--- src/rtl/ham_tx_scheduler_if.sv ---
// Word handshake between the Hamming encoder (master) and the TX scheduler (slave).
interface ham_tx_scheduler_if #(
    parameter int unsigned WORD_W = 14
);
    logic [WORD_W-1:0] word_in;
    logic              word_valid;
    logic              word_ready;

    modport master (output word_in, output word_valid, input word_ready);
    modport slave  (input word_in, input word_valid, output word_ready);
endinterface

--- src/rtl/ham_tx_scheduler.sv ---
// Transmit sequencer: buffers Hamming words and serialises them as
// preamble(0s) + data MSB first + gap(1s), one bit per bit_tick.
// Optional macro TX_PARITY_EN inserts an even-parity bit between data and gap.
module ham_tx_scheduler #(
    parameter int unsigned WORD_W       = 14,
    parameter int unsigned FIFO_DEPTH   = 2,
    parameter int unsigned PREAMBLE_LEN = 2,
    parameter int unsigned GAP_LEN      = 2
) (
    input  logic                        clk,
    input  logic                        reset,
    input  logic                        bit_tick,
    ham_tx_scheduler_if.slave           in_if,
    output logic                        tx_bit,
    output logic                        tx_active,
    output logic                        frame_start,
    output logic [3:0]                  bit_idx,
    output logic [$clog2(FIFO_DEPTH):0] fifo_cnt,
    output logic [7:0]                  overflow_cnt
);
    localparam int unsigned PTR_W  = $clog2(FIFO_DEPTH);
    localparam int unsigned CNT_W  = PTR_W + 1;
    localparam int unsigned PH_MAX = (PREAMBLE_LEN > GAP_LEN) ? PREAMBLE_LEN : GAP_LEN;
    localparam int unsigned PH_W   = $clog2(PH_MAX + 1);

    typedef enum logic [2:0] {
        S_IDLE,
        S_PREAMBLE,
        S_DATA,
        S_GAP
`ifdef TX_PARITY_EN
        , S_PARITY
`endif
    } state_t;

    state_t             state_q, state_d;
    logic [PH_W-1:0]    phase_q, phase_d;
    logic [3:0]         idx_d;
    logic [3:0]         idx_m1;
    logic               tx_bit_d;
    logic               pop;
    logic               push;
    logic               drop;
    logic [WORD_W-1:0]  shreg;
    logic [WORD_W-1:0]  mem [FIFO_DEPTH];
    logic [PTR_W-1:0]   wr_ptr, rd_ptr;

    // Ready is a pure decode of the registered occupancy.
    assign in_if.word_ready = (fifo_cnt != CNT_W'(FIFO_DEPTH));
    assign push             = in_if.word_valid && in_if.word_ready;
    assign drop             = in_if.word_valid && !in_if.word_ready;
    assign idx_m1           = bit_idx - 4'd1;

    // FIFO storage; contents need no reset since occupancy gates every read.
    always_ff @(posedge clk) begin
        if (push) mem[wr_ptr] <= in_if.word_in;
    end

    // FIFO pointers, occupancy and saturating drop counter.
    always_ff @(posedge clk or negedge reset) begin
        if (!reset) begin
            wr_ptr       <= '0;
            rd_ptr       <= '0;
            fifo_cnt     <= '0;
            overflow_cnt <= '0;
        end else begin
            if (push) wr_ptr <= wr_ptr + PTR_W'(1);
            if (pop)  rd_ptr <= rd_ptr + PTR_W'(1);
            case ({push, pop})
                2'b10:   fifo_cnt <= fifo_cnt + CNT_W'(1);
                2'b01:   fifo_cnt <= fifo_cnt - CNT_W'(1);
                default: fifo_cnt <= fifo_cnt;
            endcase
            if (drop && (overflow_cnt != 8'hFF)) overflow_cnt <= overflow_cnt + 8'd1;
        end
    end

    // Frame FSM state and registered serial outputs.
    always_ff @(posedge clk or negedge reset) begin
        if (!reset) begin
            state_q     <= S_IDLE;
            phase_q     <= '0;
            bit_idx     <= '0;
            tx_bit      <= 1'b1;
            tx_active   <= 1'b0;
            frame_start <= 1'b0;
            shreg       <= '0;
        end else begin
            state_q     <= state_d;
            phase_q     <= phase_d;
            bit_idx     <= idx_d;
            tx_bit      <= tx_bit_d;
            tx_active   <= (state_d != S_IDLE);
            frame_start <= pop;
            if (pop) shreg <= mem[rd_ptr];
        end
    end

    // Next-state, next-output and pop decode; everything holds unless bit_tick.
    always_comb begin
        state_d  = state_q;
        phase_d  = phase_q;
        idx_d    = bit_idx;
        tx_bit_d = tx_bit;
        pop      = 1'b0;
        if (bit_tick) begin
            case (state_q)
                S_IDLE: begin
                    if (fifo_cnt != '0) begin
                        pop      = 1'b1;
                        state_d  = S_PREAMBLE;
                        phase_d  = PH_W'(1);
                        tx_bit_d = 1'b0;
                    end
                end
                S_PREAMBLE: begin
                    if (phase_q == PH_W'(PREAMBLE_LEN)) begin
                        state_d  = S_DATA;
                        idx_d    = 4'(WORD_W - 1);
                        tx_bit_d = shreg[WORD_W-1];
                    end else begin
                        phase_d  = phase_q + PH_W'(1);
                    end
                end
                S_DATA: begin
                    if (bit_idx == 4'd0) begin
`ifdef TX_PARITY_EN
                        state_d  = S_PARITY;
                        tx_bit_d = ^shreg;
`else
                        state_d  = S_GAP;
                        phase_d  = PH_W'(1);
                        tx_bit_d = 1'b1;
`endif
                    end else begin
                        idx_d    = idx_m1;
                        tx_bit_d = shreg[idx_m1];
                    end
                end
`ifdef TX_PARITY_EN
                S_PARITY: begin
                    state_d  = S_GAP;
                    phase_d  = PH_W'(1);
                    tx_bit_d = 1'b1;
                end
`endif
                S_GAP: begin
                    if (phase_q == PH_W'(GAP_LEN)) begin
                        if (fifo_cnt != '0) begin
                            pop      = 1'b1;
                            state_d  = S_PREAMBLE;
                            phase_d  = PH_W'(1);
                            tx_bit_d = 1'b0;
                        end else begin
                            state_d  = S_IDLE;
                            tx_bit_d = 1'b1;
                        end
                    end else begin
                        phase_d  = phase_q + PH_W'(1);
                    end
                end
                default: begin
                    state_d  = S_IDLE;
                    tx_bit_d = 1'b1;
                end
            endcase
        end
    end
endmodule
--- src/flat_wrapper.sv ---
// flat-port wrapper written by rule: the top's interface ports become plain ports
module ham_tx_scheduler_flat 
#(
    parameter int unsigned WORD_W       = 14,
    parameter int unsigned FIFO_DEPTH   = 2,
    parameter int unsigned PREAMBLE_LEN = 2,
    parameter int unsigned GAP_LEN      = 2
)
  (clk, reset, bit_tick, tx_bit, tx_active, frame_start, bit_idx, fifo_cnt, overflow_cnt, in_if_word_in, in_if_word_valid, in_if_word_ready);
  ham_tx_scheduler_if #(.WORD_W(WORD_W)) in_if_i ();
  input  logic clk;
  input  logic reset;
  input  logic bit_tick;
  output logic tx_bit;
  output logic tx_active;
  output logic frame_start;
  output logic [3:0] bit_idx;
  output logic [$clog2(FIFO_DEPTH):0] fifo_cnt;
  output logic [7:0] overflow_cnt;
  input wire logic [$bits(in_if_i.word_in)-1:0] in_if_word_in;
  input wire logic [$bits(in_if_i.word_valid)-1:0] in_if_word_valid;
  output wire logic [$bits(in_if_i.word_ready)-1:0] in_if_word_ready;
  assign in_if_i.word_in = in_if_word_in;
  assign in_if_i.word_valid = in_if_word_valid;
  assign in_if_word_ready = in_if_i.word_ready;
  ham_tx_scheduler #(.WORD_W(WORD_W), .FIFO_DEPTH(FIFO_DEPTH), .PREAMBLE_LEN(PREAMBLE_LEN), .GAP_LEN(GAP_LEN)) u_core (.clk(clk), .reset(reset), .bit_tick(bit_tick), .in_if(in_if_i), .tx_bit(tx_bit), .tx_active(tx_active), .frame_start(frame_start), .bit_idx(bit_idx), .fifo_cnt(fifo_cnt), .overflow_cnt(overflow_cnt));
endmodule
--- config.mk ---
export PLATFORM = sky130hd
export DESIGN_NAME = ham_tx_scheduler_flat
export DESIGN_NICKNAME = d
export VERILOG_FILES = /design/src/rtl/ham_tx_scheduler_if.sv /design/src/rtl/ham_tx_scheduler.sv /design/src/flat_wrapper.sv
export SDC_FILE = /design/constraint.sdc
export NUM_CORES = 1
export LEC_CHECK = 0
export CAP_MARGIN = 30
export CORE_MARGIN = 2
export CORE_UTILIZATION = 34
export CTS_BUF_LIST = sky130_fd_sc_hd__clkbuf_4
export DETAILED_ROUTE_END_ITERATION = 10
export SKIP_CTS_REPAIR_TIMING = 1
export SLEW_MARGIN = 20
export SYNTH_ARGS = -nofsm -noshare
export SYNTH_HDL_FRONTEND = slang
export SYNTH_SLANG_ARGS = --single-unit
--- constraint.sdc ---
create_clock -name clk -period 2.3 [get_ports clk]
set_clock_uncertainty 0.05 [all_clocks]
set_input_delay 0.345 -clock clk [delete_from_list [all_inputs] [get_ports clk]]
set_output_delay 0.345 -clock clk [all_outputs]
set_load 0.01 [all_outputs]
======== Word level (Yosys, flattened, before mapping) ========
Memories as Yosys holds them, arrays and structs flattened. A register that Yosys moved wholly into a read port is not among the register bits.
Cells that the tools add are included.
storage, ports and cells
  RAM bits ................................ 28
  memory bits (read-only) ................. 0
  memories kept ........................... 1
  register bits after elaboration ......... 24
  output and inout port bits .............. 18
  latch bits .............................. 0
memory list
  memory      depth  width  rd ports  clocked after Yosys merged registers in  wr ports  line                    source
  u_core.mem  2      14     1         1                                        1         ham_tx_scheduler.sv:45  logic [WORD_W-1:0] mem [FIFO_DEPTH];
operators by class
  shift-type cells ........................ 0
  add/sub/neg operators ................... 7
  bitwise logic cells ..................... 0
  multiply operators ...................... 0
  mux-type cells .......................... 30
  equal/unequal tests ..................... 14
  magnitude comparators ................... 1
  reduce and logical (&&, ||, !) cells .... 15
  divide/modulo/power cells ............... 0
operators with widths
  operator             number
  $mux 3               5
  $mux 1               12
  $pmux 3 s4           1
  $reduce_and 4->1     3
  $add 8x1->8 const B  1
  $mux 2               4
  $mux 4               2
  $ne 2x1->1 const B   4
  $ne 8x8->1 const B   1
  $pmux 2 s4           1
  $pmux 4 s2           1
  $eq 3x2->1 const B   2
  $ne 2x2->1 const B   3
  $reduce_bool 2->1    3
  $lt 4x5->1 const B   1
  $add 2x1->2 const B  2
  $bmux 1 s4           1
  $eq 2x2->1 const B   2
  $logic_not 4->1      1
  $pmux 1 s4           1
  $pmux 2 s2           1
  $reduce_bool 4->1    1
  $sub 4x1->4 const B  1
  $eq 3x1->1 const B   1
  other kinds (8)      12

======== Logic depth before layout (Yosys ltp) ========
  depth after elaboration ................. 7
  gate-level depth with buffers ........... 10

======== Worst setup path after synthesis ========
Ideal clock, no wire load.
  kind .................................... register to register
  start point ............................. reg u_core.bit_idx[0]
  end point ............................... reg u_core.bit_idx[2]
  period minus slack after synthesis ...... 2.094 ns
  setup time .............................. 0.121 ns
  slack ................................... 0.206 ns
  stages on the path, launching flop included .. 9
  data arrival time ....................... 1.923 ns
  buffers on the path ..................... 1
  path through ............................ dfrtp_1 buf_6 inv_1 ha_1 or3b_1 a22oi_1 nand2b_1 nor2_1 o22a_1
between the ends
  cells in the longest elaborated chain, start to end .. 3
  elaborated cells between the ends (all ways) .. 6
  classes of those cells .................. add/sub: 1; eq/ne: 1; mux: 2; reduce/logical: 2
RTL lines
  element                                         line                                             source
  start, declared                                 ham_tx_scheduler.sv:17                           output logic [3:0] bit_idx,
  start signal, assigned                          ham_tx_scheduler.sv:91                           bit_idx <= idx_d;
  $sub 4x1->4 or $logic_not 4->1 (tied branches)  ham_tx_scheduler.sv:52, ham_tx_scheduler.sv:126
  $mux 4 or $ne 2x2->1 (tied branches)            --
  $pmux 4 s2 or $reduce_and 4->1 (tied branches)  --
Several ways; a longest one is shown, not always the timed one. The select of a mux whose other input is x is not followed.
A chain may end at the register's enable or synchronous reset.

======== Final worst setup path ========
  start point ............................. reg u_core.fifo_cnt[0]
  end point ............................... out in_if_word_ready
between the ends
  cells in the longest elaborated chain, start to end .. 1
RTL lines
  element                 line                    source
  start, declared         ham_tx_scheduler.sv:18  output logic [$clog2(FIFO_DEPTH):0] fifo_cnt,
  start signal, assigned  ham_tx_scheduler.sv:70  2'b10: fifo_cnt <= fifo_cnt + CNT_W'(1);
  start signal, assigned  ham_tx_scheduler.sv:71  2'b01: fifo_cnt <= fifo_cnt - CNT_W'(1);
  start signal, assigned  ham_tx_scheduler.sv:72  default: fifo_cnt <= fifo_cnt;
  $ne 2x2->1              ham_tx_scheduler.sv:49  assign in_if.word_ready = (fifo_cnt != CNT_W'(FIFO_DEPTH));
  end, declared           flat_wrapper.sv:22      output wire logic [$bits(in_if_i.word_ready)-1:0] in_if_word_ready;
No other way between the ends.

==> impl_metrics.csv <==
group,metric,value,unit
global_routing,overflow,0,
global_routing,grt_pass1_wl,9080,microns
critical_path,r2r-end,"u_core.overflow_cnt[1]",
pwr,power_frac_clock,16.2,%
global_routing,met3_usage,2.734,%
detailed_routing,drtPass1Iterations,4,
floorplan,io_pins,36,
logic_synthesis,avgSynthCellArea,12.42,sq um
detailed_routing,wl_per_cell,12.84,microns
detailed_routing,wirelength,5071,microns
logic_synthesis,ys_warn_count,0,
timing,slew_headroom,44.48,%
timing,final.setup.tns,0,ns
global_routing,grt_pass1_vias,1942,
timing,tightest_slew,0.8328,ns
global_routing,grt_usage,11.78,%
global_routing,grt.busiest_layer,"met2",
floorplan,coreArea,0.008593,sq mm
global_routing,grtUsageMet1,15.77,%
critical_path,worstSetupEndpoint,"in_if_word_ready",
clock_network,clk_pin_slew,0.11,ns
detailed_routing,num_vias,1875,
detailed_routing,drc,0,
pwr,peakVddDrop,0.3120,mV
logic_synthesis,ys_ff_latch,66,
timing,finalCritPeriodShare,89.26,%
timing,finalHoldViolCount,2,
timing,fmax,487.1,MHz
timing,maxSlewViolCount,0,
timing,min_period,2.053,ns
critical_path,critical_path_required,1.90,ns
logic_synthesis,synthArstFlopShare,57.58,%
critical_path,reg2reg_slack,0.34,ns
detailed_routing,postRouteAntennaNets,0,
critical_path,crit_fanout,7,
cells_and_area,fill_cells,817,
clock_network,htree_levels,3,
cells_and_area,final_common_cell,"dfrtp_1",
critical_path,path_class,"reg2out",
detailed_routing,via_per_inst,4.747,
global_routing,use_met2,18.22,%
logic_synthesis,syn-num-nets,261,
floorplan,fp.dieW,97.23,microns
logic_synthesis,synth_area,0.002955,sq mm
floorplan,chipHeight,97.23,microns
timing,finalSetupViolations,0,
timing,setup_slack,0.2469,ns
outcome,status,"finished, violations left",
clock_network,cts_tree,"built",
floorplan,start_util,34.39,%
placement,gp_congestion,0.8429,
pwr,internal_power,2.963,mW
logic_synthesis,synth_ff_type,"dfrtp_1",
pwr,power_frac_comb,40.3,%
placement,post-place-ws,0.3301,ns
timing,worst_hold_slack,-0.003534,ns
pwr,power_switching,1.646,mW
cells_and_area,syn2layout_area_growth,21.13,%
min_path,min_path_type,"in2async",
critical_path,start_kind,"flip-flop",
clock_network,clock_latency,0.39,ns
clock_network,clkSinkCount,66,
floorplan,rows,34,
pwr,power.share.sequential,43.6,%
critical_path,worst_setup_path_startpoint,"u_core.fifo_cnt[0]",
cells_and_area,n_antenna_cell,0,
clock_network,cts_buffers,9,
logic_synthesis,synth_cell_types,47,
logic_synthesis,synth_edf_count,28,
critical_path,worstPathArrival,1.66,ns
detailed_routing,drt_iter0_drc,86,
pwr,leakage,1.430,nW
cells_and_area,nNetsFinal,305,
placement,port-buffer-count,35,
job,max_cap_viol_count,0,
global_routing,antenna_found_initial,0,
cells_and_area,drive_gt1_share,11.85,%
logic_synthesis,synthCells,238,
pwr,finalPower,4.609,mW
critical_path,critPathCaptureType,"primary output",
clock_network,root_buffer,"clkbuf_4",
floorplan,die_area,0.009454,sq mm
logic_synthesis,yosysSeqAreaShare,60.67,%
clock_network,clockBufferDepth,2,
critical_path,rr_startpoint,"u_core.overflow_cnt[0]",
cells_and_area,fin_util,41.66,%
pwr,p_per_area,1288,mW/mm^2
critical_path,rr_worst_depth,4,
cells_and_area,final_cell_mix,"dfrtp_1, clkdlybuf4s50_1, edfxtp_1, nor2_1, a21oi_1",
pwr,p_sw_share,35.70,%
outcome,violations,"negative hold slack",
placement,dpl.hpwl,3588,microns
global_routing,grt_max_degree,39,
timing,rsz0062_at_grt,"no",
[cells in the mapped netlist (all sizes together) (6+ instances only)]
| library cell | count | share of area, % |
|---|---|---|
| o21ai | 9 | 1.5 |
| nand2 | 14 | 1.8 |
| nor2b | 6 | 1.5 |
| and3 | 7 | 1.5 |
| inv | 6 | 0.76 |
| a21oi | 17 | 2.9 |
| dfrtp | 37 | 31 |
| xnor2 | 10 | 3.0 |
| edfxtp | 28 | 28 |
| nor2 | 24 | 3.0 |
| mux2i | 16 | 5.4 |
| buf | 6 | 1.4 |
[kinds of logic (layout without fill, tap and decap cells)]
| group | after synthesis | in the layout | share of synthesized area [%] |
|---|---|---|---|
| simple gates | 74 | 74 | 12.87 |
| xor+xnor | 14 | 14 | 4.149 |
| compound gates | 43 | 43 | 9.653 |
| buf+inv | 16 | 65 | 2.709 |
| mux | 20 | 20 | 7.832 |
| fa+ha+maj | 5 | 5 | 2.117 |
| flops | 66 | 66 | 60.67 |
[power by group through the flow]
stage,Clock (mW),Sequential [mW],Combinational [mW]
finish,0.744,2.01,1.86
global route,0.820,2.09,2.09
CTS,0.776,2.02,1.88
detailed placement,0,2.04,1.87
global placement,0,2.03,1.86
floorplan,0,1.93,1.34
[flip-flops by register name, summed over array words and instances, names as in the netlist, 2 cells and up]
| signal | count |
|---|---|
| u_core.bit_idx | 4 |
| u_core.shreg | 14 |
| u_core.mem | 28 |
| u_core.state_q | 3 |
| u_core.overflow_cnt | 8 |
| u_core.fifo_cnt | 2 |
| u_core.phase_q | 2 |
[final cells by class]
| class | instances | area [sq um] | area share [%] |
|---|---|---|---|
| inverter | 6 | 22.52 | 0.6292 |
| timing repair buffer | 43 | 405.4 | 11.32 |
| clock inverter | 7 | 68.82 | 1.922 |
| multi-input combinational | 156 | 1087 | 30.37 |
| sequential | 66 | 1793 | 50.09 |
| clock buffer | 9 | 67.56 | 1.887 |
| tap | 108 | 135.1 | 3.775 |
[how the worst min path moves through the flow]
stage	endpoint	slack, ns	cells past startpoint
finish	u_core.overflow_cnt[0]	-0.004	1
global route	u_core.overflow_cnt[0]	0.03	1
CTS	u_core.overflow_cnt[7]	0.02	1
detailed placement	u_core.wr_ptr	0.43	1
global placement	u_core.wr_ptr	0.43	1
floorplan	u_core.bit_idx[0]	-0.0006	0
[layer usage]
metal,vias up,share of wire (%)
li1,947,-
met1,884,47
met2,36,47
met3,8,3.4
met4,0,2.1
met5,-,0
[metrics by stage]
| stage | area [sq um] | std cells |
|---|---|---|
| finish | 3580 | 395 |
| global route | 3580 | 395 |
| floorplan | 2955 | 238 |
| global placement | 3443 | 379 |
| detailed placement | 3443 | 379 |
| CTS | 3580 | 395 |
[worst max-delay path, cell delays in order, from the launching register on]
cell             delay (ns)
dfrtp_1                0.49
nand2b_1               0.22
clkdlybuf4s50_1        0.56
(Power assumes the default switching activity.)
==> RTL change 1 (config.mk and constraints unchanged) <==
Add a define of `TX_PARITY_EN`.
--- a/src/rtl/ham_tx_scheduler.sv
+++ b/src/rtl/ham_tx_scheduler.sv
@@ -1,6 +1,8 @@
 // Transmit sequencer: buffers Hamming words and serialises them as
 // preamble(0s) + data MSB first + gap(1s), one bit per bit_tick.
 // Optional macro TX_PARITY_EN inserts an even-parity bit between data and gap.
+`define TX_PARITY_EN
+
 module ham_tx_scheduler #(
     parameter int unsigned WORD_W       = 14,
     parameter int unsigned FIFO_DEPTH   = 2,
Behaviour: same outputs for any inputs over 10 cycles, from zero or initial values and one cycle with reset low; that may be too few to reach the edited logic, so the function may still have changed.
==> RTL change 1 against the unedited design <==
Die area grew 2.2%. Routed wire length grew 6.7%. Setup slack lost 15 ps. Hold slack gained 310 ps. Cell count grew 1.3%. Sequential power grew 2%. Cell area grew 2.5%. Register-to-register slack lost 110 ps. Maximum frequency shrank 0.73%. Sequential cell count is the same. Synthesized area grew 2.3%. Power grew 9.2%. Critical path type is now reg2reg. Critical endpoint is now u_core.bit_idx[2]$_DFFE_PN0P_.
==> RTL change 1: results (changes against the unedited design) <==
run_status:
  outcome: "complete, no violations"  # was finished, violations left
cts:
  path_clk_slew_ps: 110  # about the same
  clk_path_buf_depth: 2  # unchanged
  h-tree-depth: 3  # unchanged
global_route:
  met1_usage_pct: 15.9  # was 15.8%
  grt_usage_pct: 12.0  # was 11.8%
  grtUsageMet2_pct: 18.1  # was 18.2%
  grt_pass1_wl_mm: 9.13  # was 9.08 mm
  grt_pass1_vias: 1957  # was 1942
  met3_usage_pct: 3.58  # was 2.73%
critical_path:
  regToRegStartpoint: "u_core.bit_idx[0]$_DFFE_PN0P_"  # was u_core.overflow_cnt[0]$_DFFE_PN0P_
  crit_family: "simple AND/OR/NAND/NOR gates"  # was buffers and inverters
  startpoint_type: "register"  # unchanged
  r2r_slack_ps: 230  # was 340 ps
  cp-endpoint: "u_core.bit_idx[2]$_DFFE_PN0P_"  # was in_if_word_ready
  cp.arrival_ps: 2320  # was 1660 ps
  r2r_cells: 7  # was 4
  critPathMaxFanout: 5  # was 7
  slowest_delay_ps: 420  # was 560 ps
  crit_slowest_cell: "dfrtp_1"  # was clkdlybuf4s50_1
logic_synthesis:
  yosysUniqueCellTypes: 43  # was 47
  yosysSeqAreaShare_pct: 59.3  # was 60.7%
  synthTopCellsByArea: "dfrtp_1 31%, edfxtp_1 28%, mux2i_1 5.3%, xnor2_1 4.6%, a21oi_1 2.8%"  # was dfrtp_1 31%, edfxtp_1 28%, mux2i_1 5.4%, nor2_1 3.0%, xnor2_1 3.0%
  syn_nets: 267  # was 261
  yosys-top-cells-count: "37 x dfrtp_1, 28 x edfxtp_1, 22 x nor2_1, 17 x a21oi_1"  # was 37 x dfrtp_1, 28 x edfxtp_1, 24 x nor2_1, 17 x a21oi_1, 16 x mux2i_1
  synthCells: 244  # was 238
detailed_routing:
  wire_per_inst_um: 13.5  # was 12.8 um
  via_per_inst: 4.85  # was 4.75
  top_layer: "met4"  # unchanged
  route.met2.wl_mm: 2.49  # was 2.41 mm
  m1WireLength_mm: 2.62  # was 2.39 mm
  drt_iter0_drc: 100  # was 86
  wl_met3_um: 181  # was 174 um
placement:
  post_dp_cell_area_sq_um: 3500  # was 3440 sq um
  place_inst: 382  # was 379
  place_congestion: 0.907  # was 0.843
  place_ws_ps: 261  # was 330 ps
  hpwl_mm: 3.69  # was 3.59 mm
power:
  switching_share_pct: 35.1  # was 35.7%
  power.leakage_nw: 1.50  # was 1.43 nW
  internal-power_mw: 3.27  # was 2.96 mW
  p_comb_mw: 2.22  # was 1.86 mW
  p_seq_share_pct: 40.9  # was 43.6%
  irDropWorstVdd_uv: 415  # was 312 uV
layout:
  drive_gt1_share_pct: 10.6  # was 11.8%
  layout.nets: 310  # was 305
  fin_cells: 400  # was 395
  multiInputGateArea_sq_um: 1150  # was 1090 sq um
  fillerInstances: 851  # was 817
timing:
  slew_headroom_pct: 45.6  # was 44.5%
  fmax_ghz: 0.483  # was 0.487 GHz
  holdWs_ps: 307  # was -3.53 ps
[RTL change 1: cell count changes in the layout (fill, tap and decap cells not counted), moves of 3 or more]
cell / before / now
inv_1: 6 / 9
nand2b_1: 5 / 2
nand3_1: 1 / 7
nand4_1: 4 / 1
o31ai_1: 1 / 4
xnor2_1: 10 / 16
xor2_1: 4 / 7
[RTL change 1: logic make-up after synthesis]
group / share of synthesized area (%)
and+or+nand+nor: 9.52
DFF: 59.3
buffers and inverters: 2.81
muxes: 8.77
adders and majority gates: 2.07
xor gates and xnor gates: 8.15
AOI/OAI and AO/OA: 9.39
[RTL change 1: cell type report]
cell class	instances	share of cell area, %
Inverter	9	0.921
Sequential cell	66	48.9
Multi-Input combinational cell	158	31.4
Tap cell	108	3.68
Clock inverter	7	1.88
Clock buffer	9	1.84
Timing Repair Buffer	43	11.5
==> RTL change 2 (same flow settings) <==
Made on the original files. Encoding of `state_t`: now one-hot (4 bits for 4 states).
--- a/src/rtl/ham_tx_scheduler.sv
+++ b/src/rtl/ham_tx_scheduler.sv
@@ -23,11 +23,11 @@
     localparam int unsigned PH_MAX = (PREAMBLE_LEN > GAP_LEN) ? PREAMBLE_LEN : GAP_LEN;
     localparam int unsigned PH_W   = $clog2(PH_MAX + 1);
 
-    typedef enum logic [2:0] {
-        S_IDLE,
-        S_PREAMBLE,
-        S_DATA,
-        S_GAP
+    typedef enum logic [3:0] {
+        S_IDLE     = 4'b0001,
+        S_PREAMBLE = 4'b0010,
+        S_DATA     = 4'b0100,
+        S_GAP      = 4'b1000
 `ifdef TX_PARITY_EN
         , S_PARITY
 `endif
Function: no difference found for any inputs over 10 cycles, from zero or initial values and one cycle with reset low; not proved beyond that.
==> RTL change 2 against the unedited design <==
Sequential cell count rose by 1. Hold slack improved by 350 ps. Die area increased by 3.9%. Sequential share of layout area decreased by 1.1 points. Routed wire length is 12% higher. Power is 5.8% lower. Synthesized cell count is 8.4% higher. Clock power up 23%. Critical path depth up 1. Via count up 9.7%. Synthesized area is 4.1% higher. Setup slack worse by 24 ps. Cell area grew 3.8%. Highest routed layer unchanged.
==> RTL change 2: results (changes against the unedited design) <==
run_status:
  outcome: "complete, no violations"  # was finished, violations left
layout:
  inv_count: 8  # was 6
  multi_input_comb_cells: 170  # was 156
  regArea_sq_um: 1820  # was 1790 sq um
  buffer_area_share_pct: 11.0  # was 11.3%
  layout.nets: 322  # was 305
  drive_gt1_share_pct: 11.8  # about the same
  nFlopsAndLatches: 67  # was 66
  fillerInstances: 847  # was 817
  buffers: 43  # unchanged
  clock_area_share_pct: 4.54  # was 3.81%
  multi_input_area_share_pct: 31.1  # was 30.4%
logic_synthesis:
  synthCells: 258  # was 238
  synth_xor_area_share_pct: 3.70  # was 4.15%
  ys_async_sr_fraction_pct: 58.2  # was 57.6%
  synthTopCellsByArea: "dfrtp_1 30%, edfxtp_1 27%, mux2i_1 5.5%, nand2_1 4.0%, o21ai_0 3.3%"  # was dfrtp_1 31%, edfxtp_1 28%, mux2i_1 5.4%, nor2_1 3.0%, xnor2_1 3.0%
  yosysSeqAreaShare_pct: 59.1  # was 60.7%
  syn_nets: 281  # was 261
  synth_adder_area_share_pct: 2.03  # was 2.12%
  muxShareOfSynthArea_pct: 7.85  # was 7.83%
  synth_compound_area_share_pct: 11.3  # was 9.65%
  yosys-top-cells-count: "37 x dfrtp_1, 33 x nand2_1, 28 x edfxtp_1, 20 x o21ai_0"  # was 37 x dfrtp_1, 28 x edfxtp_1, 24 x nor2_1, 17 x a21oi_1, 16 x mux2i_1
critical_path:
  crit_slowest_cell: "clkdlybuf4s50_1"  # unchanged
  crit_family: "buffers and inverters"  # unchanged
  critPathMaxFanout: 7  # unchanged
cts:
  path_clk_slew_ps: 130  # was 110 ps
  clk_latency_ps: 410  # was 390 ps
global_route:
  grt_pass1_vias: 2007  # was 1942
  met3_usage_pct: 2.25  # was 2.73%
  grt_pass1_wl_mm: 9.71  # was 9.08 mm
  grtUsageMet2_pct: 18.3  # was 18.2%
  antenna_found_initial: 0  # unchanged
  met1_usage_pct: 17.4  # was 15.8%
  grt_max_degree: 30  # was 39
  grt_usage_pct: 12.5  # was 11.8%
power:
  irDropWorstVdd_uv: 441  # was 312 uV
  finalPower_mw: 4.34  # was 4.61 mW
  internal-power_mw: 2.83  # was 2.96 mW
  pwr-share-clk_pct: 21.0  # was 16.2%
detailed_routing:
  wire_per_inst_um: 13.8  # was 12.8 um
  via_per_inst: 4.99  # was 4.75
  m1WireLength_mm: 2.83  # was 2.39 mm
  drt_iter0_drc: 83  # was 86
  wl_met3_um: 197  # was 174 um
  route.met2.wl_mm: 2.51  # was 2.41 mm
  routed_wl_mm: 5.69  # was 5.07 mm
placement:
  place_ws_ps: 280  # was 330 ps
  place_congestion: 0.865  # was 0.843
  post_dp_cell_area_sq_um: 3540  # was 3440 sq um
  place_inst: 395  # was 379
  hpwl_mm: 3.97  # was 3.59 mm
timing:
  worstMarginPinSlew_ps: 785  # was 833 ps
floorplan:
  fp.coreArea_sq_um: 8760  # was 8590 sq um
-- RTL change 2: path summary, 6_finish.rpt --
kind	from	to	cells after the start	slack [ps]
worst min-delay path	reset	u_core.bit_idx[2]$_DFFE_PN0P_	2	350
worst max-delay path	u_core.fifo_cnt[0]$_DFFE_PN0P_	in_if_word_ready	3	220
min in group clk	u_core.shreg[6]$_DFFE_PN0P_	u_core.shreg[6]$_DFFE_PN0P_	2	450
max in group asynchronous	reset	u_core.tx_bit$_DFFE_PN1P_	3	1160
worst min register to register	u_core.shreg[6]$_DFFE_PN0P_	u_core.shreg[6]$_DFFE_PN0P_	2	450
worst max register to register	u_core.state_q[0]$_DFF_PN1_	u_core.fifo_cnt[1]$_DFFE_PN0P_	8	270
-- RTL change 2: cell families (layout without fill, tap and decap cells) --
kind of cell               count (synthesis)  in the layout
xor gates and xnor gates                  13             13
buffers and inverters                     21             67
DFF                                       67             67
muxes                                     20             20
adders and majority gates                  5              5
and+or+nand+nor                           80             80
AOI/OAI and AO/OA                         52             52
